File: src/rtl/button_event_gen.sv
// button_event_gen: turns the debounced button level into press, release,
//   long-press and auto-repeat single-cycle events, plus a held level and a
//   wrapping press count.
// Ports:
//   clk              - system clock, rising edge
//   reset            - asynchronous active-high reset
//   button_debounced - clean level from the debouncer (already synchronous to clk)
//   press_pulse      - 1 cycle after the sample that sees a 0->1 transition
//   release_pulse    - 1 cycle after the sample that sees low while a press is active
//   long_press       - 1 cycle after the LONG_CYCLES-th consecutive high sample
//   repeat_pulse     - every REPEAT_CYCLES high samples after long_press
//   held             - high while a recognised press is active
//   press_count      - number of press_pulse events, wraps at 256
// All outputs are registered; each event appears one cycle after its sampling edge.
module button_event_gen #(
    parameter int unsigned LONG_CYCLES   = 50_000_000,
    parameter int unsigned REPEAT_CYCLES = 10_000_000,
    parameter int unsigned CNT_W         = 26
) (
    input  logic       clk,
    input  logic       reset,
    input  logic       button_debounced,
    output logic       press_pulse,
    output logic       release_pulse,
    output logic       long_press,
    output logic       repeat_pulse,
    output logic       held,
    output logic [7:0] press_count
);

    typedef enum logic [1:0] {
        IDLE    = 2'd0,
        PRESSED = 2'd1,
        LONG    = 2'd2
    } state_t;

    localparam logic [CNT_W-1:0] LONG_LAST = CNT_W'(LONG_CYCLES);
    localparam logic [CNT_W-1:0] REP_LAST  = CNT_W'(REPEAT_CYCLES);

    state_t           state;
    state_t           state_nxt;
    logic [CNT_W-1:0] cnt;
    logic [CNT_W-1:0] cnt_nxt;
    logic [CNT_W-1:0] cnt_inc;
    logic             prev;
    logic             press_nxt;
    logic             release_nxt;
    logic             long_nxt;
    logic             repeat_nxt;
    logic             held_nxt;
    logic [7:0]       count_nxt;

    assign cnt_inc = cnt + CNT_W'(1);

    // prev resets to 1 so a button held through reset is not taken as a
    // fresh press; it has to be seen low once before it can arm.
    always_ff @(posedge clk or posedge reset) begin
        if (reset) begin
            state         <= IDLE;
            cnt           <= '0;
            prev          <= 1'b1;
            press_pulse   <= 1'b0;
            release_pulse <= 1'b0;
            long_press    <= 1'b0;
            repeat_pulse  <= 1'b0;
            held          <= 1'b0;
            press_count   <= 8'd0;
        end else begin
            state         <= state_nxt;
            cnt           <= cnt_nxt;
            prev          <= button_debounced;
            press_pulse   <= press_nxt;
            release_pulse <= release_nxt;
            long_press    <= long_nxt;
            repeat_pulse  <= repeat_nxt;
            held          <= held_nxt;
            press_count   <= count_nxt;
        end
    end

    always_comb begin
        state_nxt   = state;
        cnt_nxt     = cnt;
        press_nxt   = 1'b0;
        release_nxt = 1'b0;
        long_nxt    = 1'b0;
        repeat_nxt  = 1'b0;
        held_nxt    = held;
        count_nxt   = press_count;
        case (state)
            IDLE: begin
                if (button_debounced && !prev) begin
                    state_nxt = PRESSED;
                    cnt_nxt   = CNT_W'(1);
                    press_nxt = 1'b1;
                    held_nxt  = 1'b1;
                    count_nxt = press_count + 8'd1;
                end
            end
            PRESSED: begin
                if (!button_debounced) begin
                    state_nxt   = IDLE;
                    cnt_nxt     = '0;
                    release_nxt = 1'b1;
                    held_nxt    = 1'b0;
                end else if (cnt_inc == LONG_LAST) begin
                    // cnt holds the number of high samples seen so far,
                    // so this edge is sample #LONG_CYCLES.
                    state_nxt = LONG;
                    cnt_nxt   = '0;
                    long_nxt  = 1'b1;
                end else begin
                    cnt_nxt = cnt_inc;
                end
            end
            LONG: begin
                if (!button_debounced) begin
                    state_nxt   = IDLE;
                    cnt_nxt     = '0;
                    release_nxt = 1'b1;
                    held_nxt    = 1'b0;
                end else if (cnt_inc == REP_LAST) begin
                    cnt_nxt    = '0;
                    repeat_nxt = 1'b1;
                end else begin
                    cnt_nxt = cnt_inc;
                end
            end
            default: begin
                state_nxt = IDLE;
                cnt_nxt   = '0;
                held_nxt  = 1'b0;
            end
        endcase
    end

endmodule

File: config.mk
export PLATFORM = sky130hd
export DESIGN_NAME = button_event_gen
export DESIGN_NICKNAME = d
export VERILOG_FILES = /design/src/rtl/button_event_gen.sv
export SDC_FILE = /design/constraint.sdc
export NUM_CORES = 1
export LEC_CHECK = 0
export ABC_AREA = 1
export BUFFER_PORTS_ARGS = -buffer_cell sky130_fd_sc_hd__buf_2
export CAP_MARGIN = 20
export CORE_MARGIN = 3
export CORE_UTILIZATION = 50
export CTS_CLUSTER_SIZE = 14
export DETAILED_ROUTE_END_ITERATION = 7
export PLACE_DENSITY_LB_ADDON = 0.2
export SLEW_MARGIN = 0
export SYNTH_ARGS = -nofsm -noshare
export SYNTH_HDL_FRONTEND = slang
export SYNTH_SLANG_ARGS = --single-unit
File: constraint.sdc
create_clock -name clk -period 2.26 [get_ports clk]
set_input_delay 0 -clock clk [delete_from_list [all_inputs] [get_ports clk]]
set_output_delay 0 -clock clk [all_outputs]
set_load 0.005 [all_outputs]
; After elaboration in Yosys (flattened, before gate mapping)
; Cells that the tools add are included.
[word_totals]
elab_cells = 50
inputBits = 3
out_inout_bits = 13
ff_bits = 42
[classes]
eq_ne = 8
mux = 24
addsub = 2
reduce_logical = 7
[ops]
columns = op, n
row1 = $mux 26, 5
row2 = $pmux 26 s3, 1
row3 = $add 26x1->26 const B, 1
row4 = $eq 26x24->1 const B, 1
row5 = $eq 26x26->1 const B, 1
row6 = $mux 1, 12
row7 = $add 8x1->8 const B, 1
row8 = $mux 2, 4
row9 = $ne 2x2->1 const B, 3
row10 = $pmux 2 s3, 1
row11 = $reduce_and 2->1, 2
row12 = $ne 3x3->1 const B, 1
row13 = $reduce_and 3->1, 1
row14 = $eq 2x1->1 const B, 1
row15 = $eq 2x2->1 const B, 1
row16 = $logic_not 2->1, 1
row17 = $pmux 1 s2, 1
row18 = $reduce_or 2->1, 1
row19 = $logic_and 1x1->1, 1
row20 = $logic_not 1->1, 1

; Longest topological paths before layout
; Gate-level depths: netlist of run 1.
[depth]
depth_word = 5
depth_mapped = 18
ltp_nobuf = 17

; Worst setup path after synthesis of run 1
; No wires, ideal clock.
[synth_path]
kind = register -> register
from = reg cnt[1]
to = reg cnt[11]
setup_ps = 128
period_less_slack_ps = 2083
arrival_ps = 1954
stages_incl_launch_ff = 16
setup_slack_ps = 177
path_buffers = 1
required_ps = 2132
cell_sequence = dfrtp_1 ha_1 nand2_1 nor2_4 nand2_2 nor2_4 nand2_1 xor2_1 nand3_1 nor2_1 nand2_1 nand2_2 nand2_4 buf_6 nand2_1 o21ai_1
[synth_via]
elab_chain_len = 5
word_cells_on_any_way = 8
classes_between = add/sub (1) / eq/ne (2) / mux (5)
[synth_rtl]
columns = element, line_no
row1 = "start, declared", 42  ; logic [CNT_W-1:0] cnt;
row2 = "start signal, assigned", 70  ; cnt <= cnt_nxt;
row3 = $add 26x1->26 (*), 53  ; assign cnt_inc = cnt + CNT_W'(1);
row4 = $eq 26x24->1 or $eq 26x26->1 (tied branches), "122, 106"
row5 = $mux 26 (on tied branches), "122, 106"
row6 = $mux 26 (on tied branches), "117, 101"
row7 = $pmux 26 s3 (*), 90  ; case (state)
; Every way passes the cells marked *; elsewhere a longest branch is shown, timed or not.
; A chain may end at the register's enable or synchronous reset.

; Worst setup path after layout of run 1
[layout_path]
from = reg cnt[0]
to = reg cnt[12]
; Same word-level chain as after synthesis.

==> impl_metrics.tcl, run 1 <==
set metrics [dict create \
    finalSetupViolCount 0 \
    cts_buffer_depth 2 \
    drv_slew 0 \
    async_reset_ff_frac 1.000 \
    hp-class "in -> async" \
    synth_edf_count 0 \
    grt_pass1_vias 2442 \
    fin_skew_ns 0.007690 \
    drc 0 \
    seq_power_share 0.404 \
    port_buffers 15 \
    netlist.area_leader.share 0.3786 \
    required_ns 2.46 \
    swShare 0.4103 \
    yosysTopAreaCell "dfrtp_1" \
    rows 26 \
    drtAntennaViolNets 0 \
    setup.worst_path.start_class "flop" \
    fin_util 0.6599 \
    cts_buffers 5 \
    grt_first_pass_wirelength_um 11230 \
    endpoint_kind "flop" \
    die-area_mm2 0.006339 \
    ys_ff_latch 42 \
    clk_pin_slew_ns 0.09 \
    p_per_area_mw_per_mm2 687.6 \
    fillerInstances 443 \
    p_int_mw 1.384 \
    num_antenna_cells 0 \
    post-route-period-util 0.9719 \
    synth_fp_nets 412 \
    first_pass_iters 5 \
    min_period_ns 2.197 \
    synth_top_cells_by_count "nand2_1 (153), nor2_1 (59), dfrtp_1 (41), inv_1 (41), nand3_1 (38)" \
    htreeDepth 2 \
    rsz0062_at_grt "true" \
    maxCapViolCount 0 \
    fin_total_pwr_mw 2.347 \
    synth_warnings 0 \
    clkLatencyLatePin_ns 0.31 \
    io-pin-count 16 \
    wl_um 7253 \
    synth_cell_types 24 \
    area_delta_synth_final_pct 25.95 \
    dpl.cell_count 493 \
    cts_root_buffer "clkbuf_8" \
    grt_use_total 0.2266 \
    crit_type "reg -> reg" \
    post-dp-hpwl_um 4836 \
    cts.sinks 42 \
    grt_start_max_net_pins 29 \
    die_y_um 79.62 \
    hold_slack_ns 0.2753 \
    wire_per_inst_um 13.82 \
    synthTopCellsByArea "dfrtp_1 (38%), nand2_1 (21%), nor2_1 (8.2%)" \
    dr.first_iter.drc_count 228 \
    timing.fmax_mhz 455.3 \
    vias 2759 \
    final_hold_viol_count 0 \
    syn_area_mm2 0.002710 \
    fin_nets 464 \
    antenna_found_initial 0 \
    slew_headroom 0.6615 \
    clkPwrFrac 0.225 \
    setup_tns_ns 0 \
    via_per_inst 5.255 \
    comb_power_share 0.371 \
    yosysMostFrequentCell "nand2_1" \
    worst_pin_slew_ns 0.5072 \
    overflow 0 \
    globalplace.congestion 0.9761 \
    synth.avg_cell_area_um2 6.742 \
    ir_drop_v 0.0006406 \
    leakage_nw 1.646 \
    cts_tree "yes" \
    switchingPower_mw 0.9630 \
    layout.cells.non_filler 525 \
    core_mm2 0.005172 \
    dieWidth_um 79.62 \
    syn-instance-count 402 \
    crit_arrival_ns 2.40 \
    drive_gt1_frac 0.2396 \
    crit_fanout 24 \
    synthFlopType "dfrtp_1" \
    seq_area_frac_synth 0.3883 \
    start_util 0.5239 \
    status "completed" \
]
kinds of logic after synthesis:
group,after synthesis,share of synthesized area
flip-flops,42,0.3883
AND/OR/NAND/NOR,272,0.4243
adder cells (fa/ha/maj),7,0.03232
XOR/XNOR,14,0.04525
buffers and inverters,48,0.07202
AO/OA/AOI/OAI,19,0.03785
registers in the layout, summed over array words and instances, names as in the netlist:
register       flops
press_count        8
press_pulse        1
release_pulse      1
held               1
long_press         1
state              2
prev               1
repeat_pulse       1
cnt               26
cell usage in the layout, fill, tap and decap left out, types with 8 or more instances in the layout:
cell and count:
nand2_1 140, nor2_1 49, dfrtp_1 38, inv_1 37, nand3_1 35, buf_4 30, buf_2 15, nand2_2 12
nor2_4 11, nor2_2 9, o21ai_0 8
routing by layer:
layer / track usage / share of wire / vias up
met2: 0.3790 / 0.49 / 104
met4: 0.07216 / 0.017 / 0
li1: - / - / 1349
met3: 0.04289 / 0.058 / 14
met5: 0 / 0 / -
met1: 0.2947 / 0.44 / 1292
what timing repair did:
item | 4_1_cts | 5_1_grt
pin swaps | 7 | 13
hold buffers | 2 | 0
gates resized for setup | 10 | 45
endpoints found under the setup margin | 26 | 27
setup buffers | 3 | 18
endpoints found under the hold margin | 28 | 0
final timing paths:
path | from | endpoint | slack, ns | depth (start not counted)
max in group asynchronous | reset | cnt[12] | 1.75 | 4
min in group clk | button_debounced | prev | 0.38 | 2
min | reset | press_count[2] | 0.28 | 4
min reg2reg | press_count[7] | press_count[7] | 0.47 | 1
max | cnt[0] | cnt[12] | 0.06 | 14
max reg2reg | cnt[0] | cnt[12] | 0.06 | 14
through the flow:
step / setup slack (ns) / area (um^2)
after global placement: 0.002611 / 2925
after floorplan: 0.1772 / 2710
after detailed placement: -0.03128 / 2925
final: 0.06349 / 3413
after CTS: 0.003727 / 3108
after global routing: -0.1237 / 3413
area by class of cell:
cell class                 count  area, um^2  area share
multi-input combinational    312        1644      0.4817
sequential                    42        1056      0.3094
timing repair buffer          51       374.1      0.1096
inverter                      42       157.7     0.04619
tap                           70       87.58     0.02566
clock buffer                   5       68.82     0.02016
clock inverter                 3       25.02    0.007331
power groups by stage:
stage	Sequential, mW	Combinational [mW]	Clock [mW]
2_1_floorplan	0.952	0.502	0
3_3_place_gp	0.944	0.781	0
3_5_place_dp	0.949	0.791	0
4_1_cts	0.937	0.812	0.534
5_1_grt	0.965	0.969	0.566
6_report	0.949	0.870	0.528
worst max-delay path, cell delays in order (launching register included):
cell	delay (ns)
dfrtp_1	0.42
buf_6	0.13
nand3_2	0.11
nor2_4	0.17
buf_4	0.13
xnor2_1	0.13
nand2_1	0.12
nor2_2	0.14
nand3_1	0.11
nor2_1	0.13
nand2_2	0.09
nand2_4	0.10
nand2_8	0.13
nand3_1	0.12
nand2_1	0.05
Power figures use the tool's default switching activity.
==> run 2: changes to the inputs <==
--- a/config.mk
+++ b/config.mk
@@ -9,10 +9,11 @@
 export BUFFER_PORTS_ARGS = -buffer_cell sky130_fd_sc_hd__buf_2
 export CAP_MARGIN = 20
 export CORE_MARGIN = 3
-export CORE_UTILIZATION = 50
+export CORE_UTILIZATION = 60
 export CTS_CLUSTER_SIZE = 14
 export DETAILED_ROUTE_END_ITERATION = 7
-export PLACE_DENSITY_LB_ADDON = 0.2
+export PLACE_DENSITY = 0.85
+export SKIP_CTS_REPAIR_TIMING = 1
 export SLEW_MARGIN = 0
 export SYNTH_ARGS = -nofsm -noshare
 export SYNTH_HDL_FRONTEND = slang
==> run 2 against run 1 <==
  * The run now ends with negative setup slack left
  * Combinational power is 12% higher
  * Clock power hardly changed
  * Total power is 4.4% higher
  * Setup slack worse by 0.26 ns
  * Clock skew is 0.0028 ns lower
  * Non-clock buffer count is 13 lower
  * Largest power group is now combinational cells
==> impl_metrics.tcl, run 2 (synthesis gave the netlist of run 1 again) <==
set metrics [dict create \
    cts_tree "yes" \
    dpl.cell_count 472 \
    fin_skew_ns 0.004876 \
    largest_register_ffs 26 \
    fin_nets 453 \
    required_ns 2.45 \
    port_buffers 15 \
    die_y_um 73.21 \
    ir_drop_v 0.0008959 \
    crit_arrival_ns 2.64 \
    finalSetupViolCount 27 \
    io-pin-count 16 \
    globalplace.congestion 0.9770 \
    mostFrequentLayoutCell "nand2_1" \
    hp-class "in -> async" \
    crit_path_start "cnt[1]" \
    clkLatencyLatePin_ns 0.30 \
    post-dp-hpwl_um 4880 \
    clk_pin_slew_ns 0.08 \
    cts.sinks 42 \
    multi_input_area_mm2 0.001670 \
    drtAntennaViolNets 0 \
    via_per_inst 5.593 \
    drc 0 \
    cts_root_buffer "clkbuf_8" \
    reg2reg_from "cnt[1]" \
    num_antenna_cells 0 \
    dieWidth_um 73.21 \
    timing.fmax_mhz 407.3 \
    status "finished with violations" \
    min_period_ns 2.455 \
    antenna_found_initial 0 \
    crit_fanout 12 \
    endpoint_kind "flop" \
    setup.worst_path.start_class "flop" \
    top_regs "cnt (26), press_count (8), state (2)" \
    overflow 0 \
    p_per_area_mw_per_mm2 737.6 \
    crit_type "reg -> reg" \
    grt_pass1_vias 2603 \
    wl_um 7648 \
    timing.final.ws_setup_ns -0.1955 \
    hold_slack_ns 0.2167 \
    wire_per_inst_um 15.48 \
    maxCapViolCount 0 \
    drv_slew 0 \
    post-route-period-util 1.086 \
    grt_first_pass_wirelength_um 11340 \
    worst_pin_slew_ns 0.5478 \
    final_cell_mix "nand2_1 (145), nor2_1 (49), inv_1 (39), dfrtp_1 (39), nand3_1 (35)" \
    grt_start_max_net_pins 30 \
    vias 2763 \
    rows 23 \
    die-area_mm2 0.005359 \
    area_delta_synth_final_pct 22.53 \
    core_mm2 0.004173 \
    leakage_nw 1.603 \
    slew_headroom 0.6325 \
    drive_gt1_frac 0.2027 \
    cts_buffer_depth 2 \
    start_util 0.6495 \
    final-seq-area_mm2 0.001055 \
    htreeDepth 2 \
    rsz0062_at_grt "true" \
    dr.first_iter.drc_count 303 \
    first_pass_iters 5 \
    final_hold_viol_count 0 \
    violations "negative setup slack" \
    top_register "cnt" \
    fillerInstances 260 \
    grt_use_total 0.2717 \
    cts_buffers 5 \
    layout.cells.non_filler 494 \
]
[run 2: path summary, 6_finish.rpt]
check	end	slack (ns)	cells past startpoint
max	cnt[3]	-0.20	16
min	cnt[0]	0.22	3
max reg2reg	cnt[3]	-0.20	16
min reg2reg	press_count[6]	0.49	1
max in group asynchronous	cnt[18]	1.36	5
min in group clk	prev	0.40	2
[run 2: layout make-up]
class,count,share of cell area
clock buffers,6,0.02487
clock inverters,2,0.004898
inverters,42,0.04748
multi-input cells,314,0.5030
flip-flops and latches,42,0.3176
well taps,50,0.01884
repair buffers,38,0.08327
[run 2: critical path: stages, from the launching register on]
cell      delay, ns
dfrtp_1        0.40
ha_4           0.18
nand2_4        0.06
nor2_4         0.23
nand2_4        0.10
o21bai_1       0.19
nand2_1        0.09
inv_2          0.09
nand2_1        0.06
nor2_1         0.14
nand2_1        0.11
nor2_2         0.11
nand2_2        0.09
nand2_4        0.17
nand2_8        0.12
nand3_1        0.11
nand2_1        0.07
[run 2: routing by layer]
metal / vias up / part of all wire / GRT usage / wire, um
met4: 0 / 0.036 / 0.09836 / 274
met2: 142 / 0.48 / 0.4588 / 3691
li1: 1329 / - / - / -
met1: 1260 / 0.39 / 0.3436 / 3017
met5: - / 0 / 0 / 0
met3: 32 / 0.087 / 0.05372 / 665
[run 2: power by group]
group	internal, mW	total [mW]	switching, mW
Combinational	0.336	0.973	0.637
Sequential	0.850	0.947	0.0969
Clock	0.252	0.530	0.278
Total	1.44	2.45	1.01
[run 2: per-stage QoR]
stage | total power, mW | cell area [um^2] | TNS (ns) | util | setup slack, ns
CTS | 2.307 | 2992 | -1.935 | 0.7169 | -0.1310
detailed placement | 1.773 | 2893 | -1.064 | 0.6933 | -0.08863
finish | 2.449 | 3321 | -3.784 | 0.7958 | -0.1955
global route | 2.584 | 3321 | -7.882 | 0.7958 | -0.3385
floorplan | 1.454 | 2710 | 0 | - | 0.1772
global placement | 1.727 | 2893 | -0.02414 | 0.6933 | -0.01735
==> run 3: changes to the inputs <==
--- a/config.mk
+++ b/config.mk
@@ -14,7 +14,7 @@
 export DETAILED_ROUTE_END_ITERATION = 7
 export PLACE_DENSITY = 0.85
 export SKIP_CTS_REPAIR_TIMING = 1
-export SLEW_MARGIN = 0
 export SYNTH_ARGS = -nofsm -noshare
 export SYNTH_HDL_FRONTEND = slang
 export SYNTH_SLANG_ARGS = --single-unit
+export TNS_END_PERCENT = 10
==> run 3 against run 2 <==
  * The run still ends with negative setup slack left
  * Worst hold slack gained 0.020 ns
  * First-iteration DRC count is 3.6% higher
  * Die area unchanged
  * Total power rose by 0.11%
  * Clock power up 0.9%
  * Global-route usage did not move
  * Cell area shrank 0.26%
  * Utilization decreased by 0.21 points
  * Highest routed layer unchanged
  * Via count grew 0.33%
  * Critical path depth is the same
  * Count of clock-buffer cells in the layout did not move
  * Non-clock buffer count shrank 1
==> impl_metrics.tcl, run 3 (synthesis gave the netlist of run 1 again) <==
set metrics [dict create \
    first_pass_iters 5 \
    final_cell_mix "nand2_1 (144), nor2_1 (49), dfrtp_1 (40), inv_1 (39), nand3_1 (33)" \
    drive_gt1_frac 0.2032 \
    cts_root_buffer "clkbuf_8" \
    final-seq-area_mm2 0.001054 \
    setup.worst_path.start_class "flop" \
    timing.final.ws_setup_ns -0.1702 \
    path_cells "ha_4, nand2_2, nor2_4, nand2_4, o21bai_1, nand2_1, inv_2, nand2_1, nor2_1, nand2_1, nor2_2, nand2_2, nand2_4, nand2_4, nand3_1, nand2_1" \
    crit_arrival_ns 2.62 \
    htreeDepth 2 \
    drtAntennaViolNets 0 \
    hp-class "in -> async" \
    clkPwrFrac 0.218 \
    path_common_cell "nand2_1" \
    wl_um 7555 \
    maxCapViolCount 0 \
    largest_register_ffs 26 \
    dr.first_iter.drc_count 314 \
    ff2ff_path_depth 16 \
    worst_pin_slew_ns 0.5411 \
    globalplace.congestion 0.9770 \
    grt_start_max_net_pins 30 \
    grt_use_total 0.2717 \
    rows 23 \
    timing.fmax_mhz 411.5 \
    cts_buffer_depth 2 \
    endpoint_kind "flop" \
    max_stage_delay_ns 0.40 \
    status "finished with violations" \
    rsz0062_at_grt "true" \
    via_per_inst 5.623 \
    required_ns 2.45 \
    die_y_um 73.21 \
    mostFrequentLayoutCell "nand2_1" \
    clkLatencyLatePin_ns 0.30 \
    io-pin-count 16 \
    vias 2772 \
    overflow 0 \
    reg2reg_to "cnt[0]" \
    fillerInstances 268 \
    rrSetupSlack_ns -0.17 \
    multi_input_area_mm2 0.001670 \
    seq_power_share 0.386 \
    hold_slack_ns 0.2370 \
    num_antenna_cells 0 \
    core_mm2 0.004173 \
    die-area_mm2 0.005359 \
    reg2reg_from "cnt[1]" \
    area_delta_synth_final_pct 22.21 \
    top_register "cnt" \
    fin_nets 452 \
    min_period_ns 2.430 \
    final_hold_viol_count 0 \
    post-dp-hpwl_um 4880 \
    crit_fanout 6 \
    p_per_area_mw_per_mm2 740.4 \
    grt_pass1_vias 2603 \
    crit_path_start "cnt[1]" \
    port_buffers 15 \
    antenna_found_initial 0 \
    slew_headroom 0.6371 \
    grt_first_pass_wirelength_um 11340 \
    leakage_nw 1.585 \
    cts_buffers 5 \
    swShare 0.4142 \
    p_int_mw 1.436 \
    fin_skew_ns 0.005554 \
    dieWidth_um 73.21 \
    cts.sinks 42 \
    post-route-period-util 1.075 \
    drv_slew 0 \
    ir_drop_v 0.0008985 \
    violations "negative setup slack" \
    comb_power_share 0.396 \
    slowest_stage "dfrtp_1" \
    drc 0 \
    fin_util 0.7937 \
    top_regs "cnt (26), press_count (8), state (2)" \
    cts_tree "yes" \
    finalSetupViolCount 27 \
    start_util 0.6495 \
    wire_per_inst_um 15.32 \
    clk_pin_slew_ns 0.09 \
    switchingPower_mw 1.016 \
    crit_type "reg -> reg" \
    critPathCapture "cnt[0]" \
]
-- run 3: changes by cell type in the layout (fill, tap and decap cells not counted), sizes merged --
| cell | before | now |
|---|---|---|
| buf | 36 | 35 |
-- run 3: critical path: cells and delay by family, from the launching register on --
family	cells	cell delay (ns)
AO/OA/AOI/OAI	1	0.19
adder cells (fa/ha/maj)	1	0.17
buffers and inverters	1	0.09
flip-flops	1	0.40
AND/OR/NAND/NOR	13	1.47
-- run 3: stage by stage --
stage	cell area, um^2	TNS [ns]	std cells	total power [mW]	setup slack (ns)
CTS	2992	-1.935	480	2.307	-0.1310
floorplan	2710	0	402	1.454	0.1772
global route	3312	-8.230	493	2.589	-0.3261
global placement	2893	-0.02414	472	1.727	-0.01735
detailed placement	2893	-1.064	472	1.773	-0.08863
finish	3312	-3.460	493	2.452	-0.1702
-- run 3: layer usage --
layer	global-route usage	part of all wire
met5	0	0
met4	0.09836	0.041
met3	0.05372	0.075
met2	0.4588	0.48
met1	0.3436	0.40
-- run 3: area by class of cell --
class | instances | share of cell area
flip-flops and latches | 42 | 0.3181
well taps | 50 | 0.01889
repair buffers | 37 | 0.08122
clock inverters | 2 | 0.004911
clock buffers | 6 | 0.02493
multi-input cells | 314 | 0.5043
inverters | 42 | 0.04760
-- run 3: power groups by stage --
stage	Clock, mW	Sequential [mW]	Combinational [mW]
floorplan	0	0.952	0.502
global placement	0	0.944	0.783
detailed placement	0	0.950	0.823
CTS	0.541	0.936	0.830
global route	0.566	0.959	1.06
finish	0.535	0.946	0.971
-- run 3: worst min path at each step --
| stage | end | startpoint |
|---|---|---|
| 2_1_floorplan | prev | button_debounced |
| 3_3_place_gp | cnt[2] | reset |
| 3_5_place_dp | cnt[2] | reset |
| 4_1_cts | held | reset |
| 5_1_grt | cnt[0] | reset |
| 6_report | cnt[3] | reset |
